--- config.mk ---
export PLATFORM = sky130hd
export DESIGN_NAME = c_mem_writer
export DESIGN_NICKNAME = d
export VERILOG_FILES = /design/src/rtl/c_mem_writer.sv
export SDC_FILE = /design/constraint.sdc
export NUM_CORES = 2
export LEC_CHECK = 0
export CAP_MARGIN = 20
export CORE_MARGIN = 2
export CORE_UTILIZATION = 30
export DETAILED_ROUTE_END_ITERATION = 7
export DONT_BUFFER_PORTS = 1
export PLACE_DENSITY = 0.53
export SLEW_MARGIN = 25
export SYNTH_ARGS = -nofsm -noshare
export SYNTH_HDL_FRONTEND = slang
export SYNTH_SLANG_ARGS = --single-unit
--- constraint.sdc ---
create_clock -name clk -period 8.22 [get_ports clk]
set_clock_uncertainty 0.15 [all_clocks]
set_input_delay 1.644 -clock clk [delete_from_list [all_inputs] [get_ports clk]]
set_output_delay 1.644 -clock clk [all_outputs]
set_load 0.005 [all_outputs]
--- src/rtl/c_mem_writer.sv ---
// Result-matrix store: collects one ELEMENT_WIDTH word per row over valid/ready,
// raises finish once every row has arrived, and offers a registered read port.
module c_mem_writer #(
  parameter  int C_MEM_HEIGHT  = 64,
  parameter  int ELEMENT_WIDTH = 32,
  localparam int ROW_W         = $clog2(C_MEM_HEIGHT)
) (
  input  logic                     clk,
  input  logic                     rst_n,
  input  logic                     start,
  input  logic                     wr_valid,
  input  logic [ROW_W-1:0]         wr_row,
  input  logic [ELEMENT_WIDTH-1:0] wr_data,
  output logic                     wr_ready,
  input  logic                     rd_en,
  input  logic [ROW_W-1:0]         rd_row,
  output logic [ELEMENT_WIDTH-1:0] rd_data,
  output logic                     rd_valid,
  output logic [ROW_W:0]           wr_count,
  output logic                     finish,
  output logic                     busy,
  output logic                     dup_err,
  output logic                     range_err
);

  typedef enum logic [1:0] {IDLE, COLLECT, DONE} state_t;

  localparam logic [ROW_W:0] HEIGHT = (ROW_W+1)'(C_MEM_HEIGHT);
  localparam logic [ROW_W:0] ONE    = (ROW_W+1)'(1);

  state_t                     state, next_state;
  logic [ELEMENT_WIDTH-1:0]   mem [C_MEM_HEIGHT];
  logic [C_MEM_HEIGHT-1:0]    written;

  logic accept, wr_in_range, rd_in_range, row_seen;
  logic wr_new, wr_dup, wr_oor, last_write;

  // start takes priority over any write presented in the same cycle
  assign accept      = wr_valid && wr_ready && !start;
  assign wr_in_range = {1'b0, wr_row} < HEIGHT;
  assign rd_in_range = {1'b0, rd_row} < HEIGHT;
  assign row_seen    = wr_in_range && written[wr_row];
  assign wr_new      = accept && wr_in_range && !row_seen;
  assign wr_dup      = accept && row_seen;
  assign wr_oor      = accept && !wr_in_range;
  assign last_write  = wr_new && (wr_count == HEIGHT - ONE);

  // NOTE: sequential state uses non-blocking assignments so every register
  // samples the pre-edge values regardless of block ordering.
  always_ff @(posedge clk or negedge rst_n) begin
    if (!rst_n) state <= IDLE;
    else        state <= next_state;
  end

  // NOTE: every always_comb output gets a default first, so no path can
  // leave it unassigned and infer a latch.
  always_comb begin
    next_state = state;
    if (start)
      next_state = COLLECT;
    else if (state == COLLECT && last_write)
      next_state = DONE;
  end

  always_comb begin
    wr_ready = 1'b0;
    busy     = 1'b0;
    finish   = 1'b0;
    unique case (state)
      IDLE:    ;
      COLLECT: begin
        wr_ready = 1'b1;
        busy     = 1'b1;
      end
      DONE:    finish = 1'b1;
      default: ;
    endcase
  end

  always_ff @(posedge clk or negedge rst_n) begin
    if (!rst_n) begin
      written   <= '0;
      wr_count  <= '0;
      dup_err   <= 1'b0;
      range_err <= 1'b0;
    end else if (start) begin
      written   <= '0;
      wr_count  <= '0;
      dup_err   <= 1'b0;
      range_err <= 1'b0;
    end else begin
      if (wr_new) begin
        written[wr_row] <= 1'b1;
        wr_count        <= wr_count + ONE;
      end
      if (wr_dup) dup_err   <= 1'b1;
      if (wr_oor) range_err <= 1'b1;
    end
  end

  // NOTE: the storage array is deliberately left without a reset; only the
  // bitmap says which rows hold valid results, so clearing data buys nothing.
  always_ff @(posedge clk) begin
    if (wr_new) mem[wr_row] <= wr_data;
  end

  // Same-row read and write in one cycle returns the pre-write contents.
  always_ff @(posedge clk or negedge rst_n) begin
    if (!rst_n) begin
      rd_valid <= 1'b0;
      rd_data  <= '0;
    end else begin
      rd_valid <= rd_en;
      if (rd_en) rd_data <= rd_in_range ? mem[rd_row] : '0;
    end
  end

endmodule

==> out/qor.yml <==
grt.total_usage_pct: 15.8
holdWs_ns: 0.327
layout.cells.most_common: "edfxtp_1"
slowest_stage: "or4b_1"
cts_hold_buf: 0
start_util_pct: 30.1
critPathCaptureType: "flip-flop"
crit_fanout: 59
setup_viol: 0
pre_cts_ws_ns: 1.93
drt-pass1-iter-count: 7
path_clk_slew_ns: 0.07
tightest_slew_ns: 1.41
synth_flop_cell: "edfxtp_1"
drv_cap: 0
max_stage_delay_ns: 0.91
synth-seq-area-share_pct: 77.1
synth_warnings: 0
synthCells: 3787
syn_area_sq_mm: 0.0833
ys_seq_elements: 2155
slew_headroom_pct: 6.12
placed_cells: 7340
grt_overflow_total: 0
synthesis.nets: 3837
die_y_um: 531
hold_violations: 0
cp.required_ns: 8.56
peakVddDrop_mv: 0.169
fin_cells: 7759
ioPinCount: 94
synthToLayoutAreaGrowth_pct: 14.1
post-route-min-period_ns: 5.40
status: "completed"
die_area_sq_mm: 0.282
fin_crit_sh_pct: 65.7
avgSynthCellArea_sq_um: 22.0
cts_repair_resize_count: 0
cts_buffers: 220
synth_cell_types: 60
worstSetupStartpointType: "input port"
wl_um: 226000
root_buffer: "clkbuf_16"
comb_power_share_pct: 3.7
cts_setup_buffers: 0
async_flop_share_pct: 4.97
grt_max_degree: 513
cts_max_level: 4
switching_share_pct: 21.0
tns_ns: 0
tritoncts: "done"
worstPathArrival_ns: 5.74
power_mw: 22.5
viasPerCell: 5.04
grt_pass1_wl_um: 312000
powerDensity_mw_per_mm2: 237
fin_ws_ns: 2.82
dp_hpwl_um: 126000
place.gp.congestion: 0.794
maxSlewViolCount: 0
clockBufferDepth: 3
crit_chain: "inv_2 -> nand2_2 -> o221ai_1 -> o2111ai_1 -> or4b_1 -> or2_4 -> buf_4 -> nor3_2 -> buf_4"
drc: 0
grt_pass1_vias: 39100
cp_common_cell: "buf_4"
power_switching_mw: 4.72
clkPwrFrac_pct: 42.5
fmax_ghz: 0.185
rsz0062_at_grt: "no"
coreArea_sq_mm: 0.276
numPortBuffers: 0
p_leak_nw: 29.2
worstSetupPathType: "in2reg"
layout_common_cells: "edfxtp_1 (2048), mux4_2 (578), clkbuf_16 (222)"
wl_per_cell_um: 29.1
pwr-share-seq_pct: 53.9
antenna_found_initial: 17
p_int_mw: 17.8
clk_latency_ns: 0.87
synth_edf_count: 2048
ant_nets: 0
row_count: 193
nNetsFinal: 3912
holdCritPathClass: "in2async"
via_count: 39100
clock-sinks: 2155
die_w_um: 531
drtIter0Drc: 4847
layout-drive-gt1-share_pct: 26.2
-- synth_stat cells, types with 10 or more instances --
cell type     n  share of area, %
buf_1        40              0.18
nor4_1       22              0.17
edfxtp_1   2048                74
nor2_1       11             0.050
o41ai_2      14              0.27
o32ai_1      28              0.29
clkbuf_1    153              0.69
nand2_1     164              0.74
or3_1        10             0.075
buf_2        30              0.18
nor2b_1     103              0.77
a21oi_1     105              0.63
inv_1        35              0.16
dfrtp_1     107               3.2
mux2i_1      68              0.82
o2bb2ai_1    10              0.11
nand3_1      42              0.25
a211oi_1     62              0.56
nor3_1       52              0.31
mux4_2      578                16
-- stage by stage --
step	cell area, sq um	utilization, %
after floorplan	83300	-
after global placement	87900	31.8
after detailed placement	87900	31.8
after CTS	94800	34.3
after global routing	94900	34.4
final	95000	34.4
-- registers in the layout (all words and copies together) (netlist names) --
register  cells
mem        2048
written      64
rd_data      32
wr_count      7
state         2
dup_err       1
rd_valid      1
-- critical path: cells and delay by family --
kind / cells / cell delay, ns
AOI/OAI and AO/OA: 2 / 0.41
buffers and inverters: 3 / 0.89
and+or+nand+nor: 4 / 2.73
-- final timing paths --
kind | startpoint | cells after the start | endpoint | slack [ns]
setup / recovery | wr_row[2] | 9 | mem[28][1]$_DFFE_PP_ | 2.82
hold / removal | rst_n | 0 | written[46]$_DFFE_PN0P_ | 0.33
setup reg to reg | written[31]$_DFFE_PN0P_ | 9 | mem[28][1]$_DFFE_PP_ | 3.52
hold reg to reg | written[27]$_DFFE_PN0P_ | 2 | written[27]$_DFFE_PN0P_ | 0.34
max in group asynchronous | rst_n | 0 | rd_data[14]$_DFFE_PN0P_ | 7.35
min in group clk | written[27]$_DFFE_PN0P_ | 2 | written[27]$_DFFE_PN0P_ | 0.34
-- power by group through the flow --
stage                     clock [mW]  sequential [mW]  combinational, mW
after floorplan                    0             12.3              0.619
after global placement             0             12.4              0.732
after detailed placement           0             12.4              0.734
after CTS                       9.76             12.1              0.736
after global routing            10.2             12.1              0.856
final                           9.56             12.1              0.822
-- metal layers --
metal	wire length, um	vias to the layer above	global-route usage (%)
met2	107000	1413	25.1
met4	5490	0	4.15
met5	0	-	0
met1	96900	21400	22.4
li1	-	16100	-
met3	15800	241	2.81
-- cell type report --
type / count / area [sq um]
fillers: 25600 / 181000
repair buffers: 88 / 773
inverters: 37 / 139
multi-input cells: 1360 / 18300
diodes: 11 / 27.5
clock inverters: 117 / 1020
clock buffers: 286 / 5860
well taps: 3705 / 4640
flip-flops and latches: 2155 / 64200
-- kinds of logic (layout without fill, tap and decap cells) --
family,after synthesis,in the layout,share of synthesized area (%)
other cells,1,12,0.00450
fa+ha+maj,1,1,0.0150
flops,2155,2155,77.1
mux,655,655,16.6
simple gates,430,430,2.59
buf+inv,272,528,1.36
compound gates,273,273,2.37
No activity file was read; power rests on OpenSTA's default activity.
